==> src/rtl/traffic_phase_sequencer.sv <==
// traffic_phase_sequencer: tick-stepped row/column lamp plan with per-direction seconds-remaining.
// Define TRAFFIC_NIGHT_FLASH_EN to add the night input and the flashing-yellow FLASH state.
module traffic_phase_sequencer #(
   parameter int ROW_GREEN_TIME  = 25,
   parameter int ROW_YELLOW_TIME = 5,
   parameter int COL_GREEN_TIME  = 20,
   parameter int COL_YELLOW_TIME = 4,
   parameter int ALL_RED_TIME    = 2
) (
   input  logic       clock,
   input  logic       reset,
   input  logic       tick,
`ifdef TRAFFIC_NIGHT_FLASH_EN
   input  logic       night,
`endif
   output logic [2:0] row_traffic_lights,
   output logic [2:0] column_traffic_lights,
   output logic [6:0] row_seconds,
   output logic [6:0] column_seconds,
   output logic [2:0] phase
);
   localparam logic [6:0] RG = 7'(ROW_GREEN_TIME);
   localparam logic [6:0] RY = 7'(ROW_YELLOW_TIME);
   localparam logic [6:0] CG = 7'(COL_GREEN_TIME);
   localparam logic [6:0] CY = 7'(COL_YELLOW_TIME);
   localparam logic [6:0] AR = 7'(ALL_RED_TIME);

   typedef enum logic [2:0] {
      ROW_G = 3'd0,
      ROW_Y = 3'd1,
      RED1  = 3'd2,
      COL_G = 3'd3,
      COL_Y = 3'd4,
`ifdef TRAFFIC_NIGHT_FLASH_EN
      RED2  = 3'd5,
      FLASH = 3'd6
`else
      RED2  = 3'd5
`endif
   } state_t;

   state_t     state, nxt;
   logic [6:0] timer;
   logic       legal;
`ifdef TRAFFIC_NIGHT_FLASH_EN
   logic       blink;
`endif

   // saturating 8-bit add; chaining keeps every partial sum within 8 bits
   function automatic logic [6:0] add(input logic [6:0] a, input logic [6:0] b);
      logic [7:0] s;
      s = {1'b0, a} + {1'b0, b};
      return (s > 8'd99) ? 7'd99 : s[6:0];
   endfunction

   function automatic logic [6:0] dur(input state_t s);
      return (s == ROW_Y) ? RY : (s == COL_G) ? CG : (s == COL_Y) ? CY :
             (s == RED1 || s == RED2) ? AR : RG;
   endfunction

   assign nxt = (state == ROW_G) ? ROW_Y :
                (state == ROW_Y) ? ((AR == 7'd0) ? COL_G : RED1) :
                (state == RED1)  ? COL_G :
                (state == COL_G) ? COL_Y :
                (state == COL_Y) ? ((AR == 7'd0) ? ROW_G : RED2) : ROW_G;
`ifdef TRAFFIC_NIGHT_FLASH_EN
   assign legal = state != 3'd7;
`else
   assign legal = state <= RED2;
`endif
   assign phase = state;

   always_ff @(posedge clock) begin
      if (reset) begin
         state <= ROW_G;
         timer <= RG;
`ifdef TRAFFIC_NIGHT_FLASH_EN
         blink <= 1'b1;
      end else if (tick && night) begin
         state <= FLASH;
         timer <= RG;
         blink <= (state == FLASH) ? ~blink : blink;
      end else if (state == FLASH) begin
         if (tick) begin
            state <= ROW_G;
            timer <= RG;
            blink <= 1'b1;
         end
`endif
      end else if (!legal || timer == 7'd0) begin
         state <= ROW_G;
         timer <= RG;
      end else if (tick) begin
         if (timer > 7'd1) timer <= timer - 7'd1;
         else begin
            state <= nxt;
            timer <= dur(nxt);
         end
      end
   end

   // the red direction counts down through every phase left before its own green
   always_comb begin
      row_traffic_lights    = 3'b100;
      column_traffic_lights = 3'b100;
      row_seconds           = timer;
      column_seconds        = timer;
      case (state)
         ROW_G: begin
            row_traffic_lights = 3'b001;
            column_seconds     = add(add(timer, RY), AR);
         end
         ROW_Y: begin
            row_traffic_lights = 3'b010;
            column_seconds     = add(timer, AR);
         end
         RED1:  row_seconds = add(add(add(timer, CG), CY), AR);
         COL_G: begin
            column_traffic_lights = 3'b001;
            row_seconds           = add(add(timer, CY), AR);
         end
         COL_Y: begin
            column_traffic_lights = 3'b010;
            row_seconds           = add(timer, AR);
         end
         RED2:  column_seconds = add(add(add(timer, RG), RY), AR);
`ifdef TRAFFIC_NIGHT_FLASH_EN
         FLASH: begin
            row_traffic_lights    = blink ? 3'b010 : 3'b000;
            column_traffic_lights = blink ? 3'b010 : 3'b000;
            row_seconds           = 7'd0;
            column_seconds        = 7'd0;
         end
`endif
         default: ;
      endcase
   end
endmodule
==> config.mk <==
export PLATFORM = sky130hd
export DESIGN_NAME = traffic_phase_sequencer
export DESIGN_NICKNAME = d
export VERILOG_FILES = /design/src/rtl/traffic_phase_sequencer.sv
export SDC_FILE = /design/constraint.sdc
export NUM_CORES = 1
export LEC_CHECK = 0
export CORE_UTILIZATION = 35
export DETAILED_ROUTE_END_ITERATION = 12
export GPL_TIMING_DRIVEN = 0
export PLACE_DENSITY_LB_ADDON = 0.12
export SLEW_MARGIN = 20
export SYNTH_ARGS = -nofsm -noshare
export SYNTH_HDL_FRONTEND = slang
export SYNTH_SLANG_ARGS = --single-unit
==> constraint.sdc <==
create_clock -name clock -period 7.8 [get_ports clock]
set_clock_uncertainty 0.05 [all_clocks]
set_input_delay 0.78 -clock clock [delete_from_list [all_inputs] [get_ports clock]]
set_output_delay 0.78 -clock clock [all_outputs]
set_load 0.01 [all_outputs]
==> results of run 1 <==
==> cell type report <==
cell class                      instances  area, µm²  area share (%)
Clock buffer                            4       55.1            1.68
Multi-Input combinational cell        375       2430            74.1
Sequential cell                        10        200            6.12
Buffer                                 33        146            4.47
Inverter                               16       60.1            1.83
Tap cell                              102        128            3.90
Timing Repair Buffer                   26        258            7.87
==> state kept, by name, summed over array words and instances, names as in the netlist <==
register	flops
phase	3
timer	7
==> placed cells by master (no fill, tap or decap), types with 14 or more instances in the layout <==
master / netlist / routed
nand2_1: 50 / 50
nor2_1: 45 / 45
a21oi_1: 36 / 36
o21ai_0: 30 / 30
clkdlybuf4s50_1: 0 / 25
xnor2_1: 19 / 19
ha_1: 19 / 19
clkbuf_1: 18 / 18
nand3_1: 17 / 17
inv_1: 15 / 15
nor3_1: 14 / 14
==> power by group through the flow <==
stage	Sequential (mW)	Combinational, mW	Clock, mW
after global routing	0.0558	0.268	0.0690
after global placement	0.0566	0.238	0
after detailed placement	0.0567	0.240	0
final	0.0558	0.245	0.0642
after floorplan	0.0558	0.173	0
after CTS	0.0557	0.242	0.0663
==> metrics by stage <==
| stage | setup WS, ns | power, mW | hold WS (ns) | cell area, µm² |
|---|---|---|---|---|
| floorplan | 2.28 | 0.228 | 0.635 | 2830 |
| global placement | 0.940 | 0.294 | 0.823 | 3200 |
| detailed placement | 0.833 | 0.297 | 0.839 | 3220 |
| CTS | 0.547 | 0.364 | 0.858 | 3270 |
| global route | 0.0232 | 0.393 | 0.934 | 3270 |
| finish | 0.468 | 0.365 | 0.875 | 3270 |
==> layer usage <==
| metal | global-route usage [%] | up-vias | share of wire (%) |
|---|---|---|---|
| li1 | - | 1640 | - |
| met1 | 34.6 | 1602 | 48 |
| met2 | 38.1 | 143 | 44 |
| met3 | 1.16 | 15 | 6.9 |
| met4 | 6.64 | 0 | 1.5 |
| met5 | 0 | - | 0 |
==> tightest hold or removal path: stages, from the launching register on <==
cell     delay [ns]
dfxtp_1        0.35
inv_1          0.08
nor2_1         0.12
nand3_1        0.11
a21oi_1        0.06
a21oi_1        0.11
nor2_1         0.05
==> logic make-up after synthesis <==
family / count (synthesis) / share of synthesized area, %
adders and majority gates: 19 / 8.41
muxes: 7 / 2.61
AOI/OAI and AO/OA: 143 / 34.0
DFF: 10 / 7.09
and+or+nand+nor: 175 / 30.2
xor gates and xnor gates: 31 / 10.4
buffers and inverters: 49 / 7.31
==> worst paths after layout <==
path | from | endpoint | slack (ns) | cells past startpoint
worst max-delay path | timer[3] | column_seconds[3] | 0.47 | 24
worst min-delay path | phase[0] | phase[1] | 0.87 | 6
worst max register to register | timer[2] | timer[3] | 4.02 | 12
worst min register to register | phase[0] | phase[1] | 0.87 | 6
==> flow_metrics.tcl, run 1 <==
set metrics [dict create \
    ys.flop_type "dfxtp_1" \
    grt_pass1_wl_mm 16.2 \
    grt_usage_pct 23.9 \
    outcome "finished, final reports clean" \
    relSlewSlack_pct 41.5 \
    finalSetupViolations 0 \
    postSynthCellCount 434 \
    num-fill-cells 859 \
    drt_wl_total_mm 9.95 \
    vias_per_cell 6.01 \
    grt_pass1_vias 3141 \
    clock_path_buffers 2 \
    cts_root_buffer "clkbuf_8" \
    nets 487 \
    dieArea_um2 8440 \
    clock-sinks 10 \
    crit_path_cell_trace "buf_6, buf_2, clkinv_1, ha_1, a21oi_1, xnor2_2, a31oi_1, a211oi_2, nand2_1, ha_1, clkbuf_1, o211ai_1, nor3_1, o311a_1, nand2_1, nand2_1, ha_1, nand3_1, o21ai_0, a32oi_1, nor2b_1, inv_1, o2111ai_1, clkdlybuf4s50_1" \
    p_int_mw 0.203 \
    synthArstFlopShare_pct 0 \
    synth_edf_count 0 \
    rsz0062_at_grt "false" \
    layout.cells.non_filler 566 \
    finalHoldViolCount 0 \
    clk_latency_ns 0.24 \
    cap_violations 0 \
    fin_setup_tns_ns 0 \
    worst_slew_pin_slew_ns 0.871 \
    cp_slowest_cell "a211oi_2" \
    dp_hpwl_mm 7.53 \
    path_buf_inv 6 \
    holdBufCountCts 0 \
    drc 0 \
    synth_top_area_cell "ha_1" \
    cts.clk_slew.worst_paths_ns 0.05 \
    synth_most_common_cell "nand2_1" \
    net-switching-power_mw 0.161 \
    power_frac_seq_pct 15.3 \
    critPathLaunchType "register" \
    grt_max_degree 11 \
    hold_path.class "reg -> reg" \
    die_h_um 91.8 \
    ys_seq_area_share_pct 7.09 \
    clockPowerShare_pct 17.6 \
    final_core_util_pct 42.1 \
    start_util_pct 36.4 \
    tritoncts "yes" \
    period_share_pct 94.0 \
    crit_type "reg -> out" \
    yosys_warnings 0 \
    min_period_ns 7.33 \
    core-area_um2 7770 \
    slowest_delay_ns 0.59 \
    numPortBuffers 25 \
    antenna_found_initial 0 \
    fmax_mhz 136 \
    syn_area_um2 2830 \
    power.density_nw_per_um2 111 \
    dr_total_vias 3400 \
    grt.overflow.total 0 \
    avgSynthCellArea_um2 6.51 \
    crit_path_end_kind "output pin" \
    placed_cells 562 \
    cp_top_family "compound AO/OA/AOI/OAI gates" \
    ys_types 68 \
    post_cts.repair.setup_buffers 0 \
    ant_nets 0 \
    cts_buffers 3 \
    ioPinCount 26 \
    ys_top_cells_by_count "50 x nand2_1, 45 x nor2_1, 36 x a21oi_1" \
    antenna_cells 0 \
    ys_seq_elements 10 \
    htree_num_levels 1 \
    wl_per_cell_um 17.6 \
    synth_nets 456 \
    drtIter0Drc 377 \
    synth_top_area_share_pct 8.41 \
    cp_max_fo 10 \
    p_leak_nw 1.25 \
    die_x_um 91.8 \
    area_growth_syn_to_layout_pct 15.9 \
    gp_congestion 0.890 \
    rows 32 \
    combPwrFrac_pct 67.1 \
    arrival_ns 6.50 \
    slew_viol_final 0 \
    irDropWorstVdd_mv 0.0608 \
    dr.pass1.iters 6 \
    swShare_pct 44.3 \
    post_cts_resized 0 \
    synth_area_leaders "ha_1 8.4%, dfxtp_1 7.1%, nand2_1 6.6%" \
    required_ns 6.97 \
    drive_gt1_share_pct 7.33 \
]
No activity file was read; power rests on OpenSTA's default activity.
==> inputs of run 2 (changes only) <==
--- a/config.mk
+++ b/config.mk
@@ -5,6 +5,7 @@
 export SDC_FILE = /design/constraint.sdc
 export NUM_CORES = 1
 export LEC_CHECK = 0
+export ABC_AREA = 1
 export CORE_UTILIZATION = 35
 export DETAILED_ROUTE_END_ITERATION = 12
 export GPL_TIMING_DRIVEN = 0
==> constraint.sdc (replaced) <==
create_clock -name clock -period 9.2 [get_ports clock]
set_clock_uncertainty 0.05 [all_clocks]
set_input_delay 0.92 -clock clock [delete_from_list [all_inputs] [get_ports clock]]
set_output_delay 0.92 -clock clock [all_outputs]
set_load 0.01 [all_outputs]
==> run 2 against run 1 <==
Die area is 11% lower. Utilization grew 0.57 points. Largest power group unchanged. Total power decreased by 22%. Worst setup slack better by 3.3 ns. Sequential cell count is the same. Sequential power decreased by 14%. Final cell count up 1.1%. Worst hold slack worse by 0.40 ns. Non-clock buffer count shrank 27. Final area is 11% lower. Clock-buffer cell count is the same. Combinational power decreased by 27%.
==> flow_metrics.tcl, run 2 <==
set metrics [dict create \
    dp_hpwl_mm 6.16 \
    net-switching-power_mw 0.130 \
    required_ns 8.23 \
    finalHoldViolCount 0 \
    grt_pass1_wl_mm 12.7 \
    core-area_um2 6830 \
    holdBufCountCts 0 \
    antenna_found_initial 0 \
    cts_buffers 3 \
    rows 30 \
    cap_violations 0 \
    most-common-layout-cells "136 x nand2_1, 65 x inv_1, 40 x nor2_1, 40 x nand3_1, 24 x clkdlybuf4s50_1" \
    grt_usage_pct 21.3 \
    synth_most_common_cell "nand2_1" \
    drc 0 \
    outcome "finished, final reports clean" \
    cp_top_family "simple AND/OR/NAND/NOR gates" \
    fmax_mhz 183 \
    htree_num_levels 1 \
    ys_seq_elements 10 \
    clock_path_buffers 2 \
    grt.overflow.total 0 \
    synth_top_area_share_pct 20.4 \
    antenna_cells 0 \
    slew_viol_final 0 \
    die_x_um 86.6 \
    finalSetupViolations 0 \
    synth_edf_count 0 \
    synth_area_leaders "nand2_1 20%, inv_1 9.8%, ha_1 9.5%" \
    grt_max_degree 14 \
    holdPathEnd "phase[1]" \
    avgSynthCellArea_um2 5.59 \
    clk_latency_ns 0.25 \
    rsz0062_at_grt "false" \
    nets 499 \
    gp_congestion 0.906 \
    drt_wl_total_mm 7.66 \
    dr_total_vias 2904 \
    post_cts_resized 0 \
    post_cts.repair.setup_buffers 0 \
    arrival_ns 4.50 \
    postSynthCellCount 448 \
    power_frac_seq_pct 16.8 \
    yosys_warnings 0 \
    fin_setup_tns_ns 0 \
    final_core_util_pct 42.7 \
    setup.worst_path.start "timer[1]" \
    vias_per_cell 5.08 \
    relSlewSlack_pct 34.5 \
    ys_top_cells_by_count "136 x nand2_1, 65 x inv_1, 40 x nand3_1, 40 x nor2_1, 19 x ha_1" \
    ys_seq_area_share_pct 8.00 \
    numPortBuffers 24 \
    p_leak_nw 1.49 \
    clockPowerShare_pct 20.4 \
    synthArstFlopShare_pct 0 \
    die_h_um 86.6 \
    path_buf_inv 5 \
    r2r-end "timer[4]" \
    cts.clk_slew.worst_paths_ns 0.05 \
    ant_nets 0 \
    clock-sinks 10 \
    min_period_ns 5.47 \
    hold_path_startpoint "phase[1]" \
    tritoncts "yes" \
    crit_path_end_kind "output pin" \
    slowest_delay_ns 0.57 \
    start_util_pct 36.6 \
    path_common_cell "nand2_1" \
    reg2reg_depth 11 \
    crit-reg2reg-launch "timer[1]" \
    worst_slew_pin_slew_ns 0.975 \
    dieArea_um2 7490 \
    cp_max_fo 10 \
    syn_area_um2 2500 \
    wl_per_cell_um 13.4 \
    ioPinCount 26 \
    area_growth_syn_to_layout_pct 16.6 \
    ys.flop_type "dfxtp_1" \
    synth_nets 470 \
    irDropWorstVdd_mv 0.0831 \
    synth_top_area_cell "nand2_1" \
    drtIter0Drc 125 \
    dr.pass1.iters 4 \
    p_int_mw 0.155 \
    drive_gt1_share_pct 9.87 \
    top_register "timer" \
    swShare_pct 45.6 \
    hold_depth 2 \
    cp_slowest_cell "dfxtp_1" \
    grt_pass1_vias 2734 \
    critPathLaunchType "register" \
    ys_types 42 \
    hold_path.class "reg -> reg" \
    reg2reg_slack_ns 6.52 \
    cts_root_buffer "clkbuf_8" \
    final_common_cell "nand2_1" \
    period_share_pct 59.4 \
    power.density_nw_per_um2 97.5 \
    crit_type "reg -> out" \
    combPwrFrac_pct 62.8 \
    largest_reg_flops 7 \
]
run 2: worst max-delay path by stage:
stage,endpoint,depth (start not counted)
floorplan,column_seconds[1],28
global placement,column_seconds[1],29
detailed placement,column_seconds[1],29
CTS,column_seconds[1],29
global route,column_seconds[1],29
finish,column_seconds[1],30
run 2: kinds of logic (layout without fill, tap and decap cells):
family | Yosys count | after routing | synth area share [%]
adder cells (fa/ha/maj) | 19 | 19 | 9.50
buffers and inverters | 82 | 110 | 13.5
flip-flops | 10 | 10 | 8.00
AND/OR/NAND/NOR | 266 | 266 | 49.3
AO/OA/AOI/OAI | 55 | 55 | 13.8
XOR/XNOR | 16 | 16 | 5.90
run 2: layout make-up:
type / count / area (µm²)
Clock buffer: 4 / 55.1
Tap cell: 96 / 120
Fill cell: 807 / 3910
Buffer: 8 / 57.6
Multi-Input combinational cell: 356 / 1960
Sequential cell: 10 / 200
Inverter: 74 / 280
Timing Repair Buffer: 24 / 240
run 2: power groups by stage:
stage	Clock [mW]	Sequential (mW)	Combinational [mW]
global placement	0	0.0486	0.175
floorplan	0	0.0476	0.130
finish	0.0579	0.0478	0.179
detailed placement	0	0.0488	0.177
global route	0.0605	0.0480	0.201
CTS	0.0588	0.0478	0.178
run 2: stage by stage:
stage          worst slack, ns  hold slack, ns  area, µm²  cells  total power [mW]
2_1_floorplan             5.03           0.471       2500    448             0.178
3_3_place_gp              3.96           0.463       2860    568             0.224
3_5_place_dp              3.93           0.462       2860    568             0.226
4_1_cts                   3.65           0.470       2920    572             0.285
5_1_grt                   3.23           0.500       2920    572             0.310
6_report                  3.73           0.473       2920    572             0.284
run 2: worst min-delay path: stages (launching register included):
cell and delay, ns:
dfxtp_1 0.34, nand2_1 0.08, a21oi_1 0.06
run 2: routing by layer:
layer	GRT usage [%]	vias to the layer above	share of wire [%]
li1	-	1510	-
met1	28.6	1333	49
met2	36.9	52	46
met3	0.857	9	2.9
met4	6.21	0	1.6
met5	0	-	0
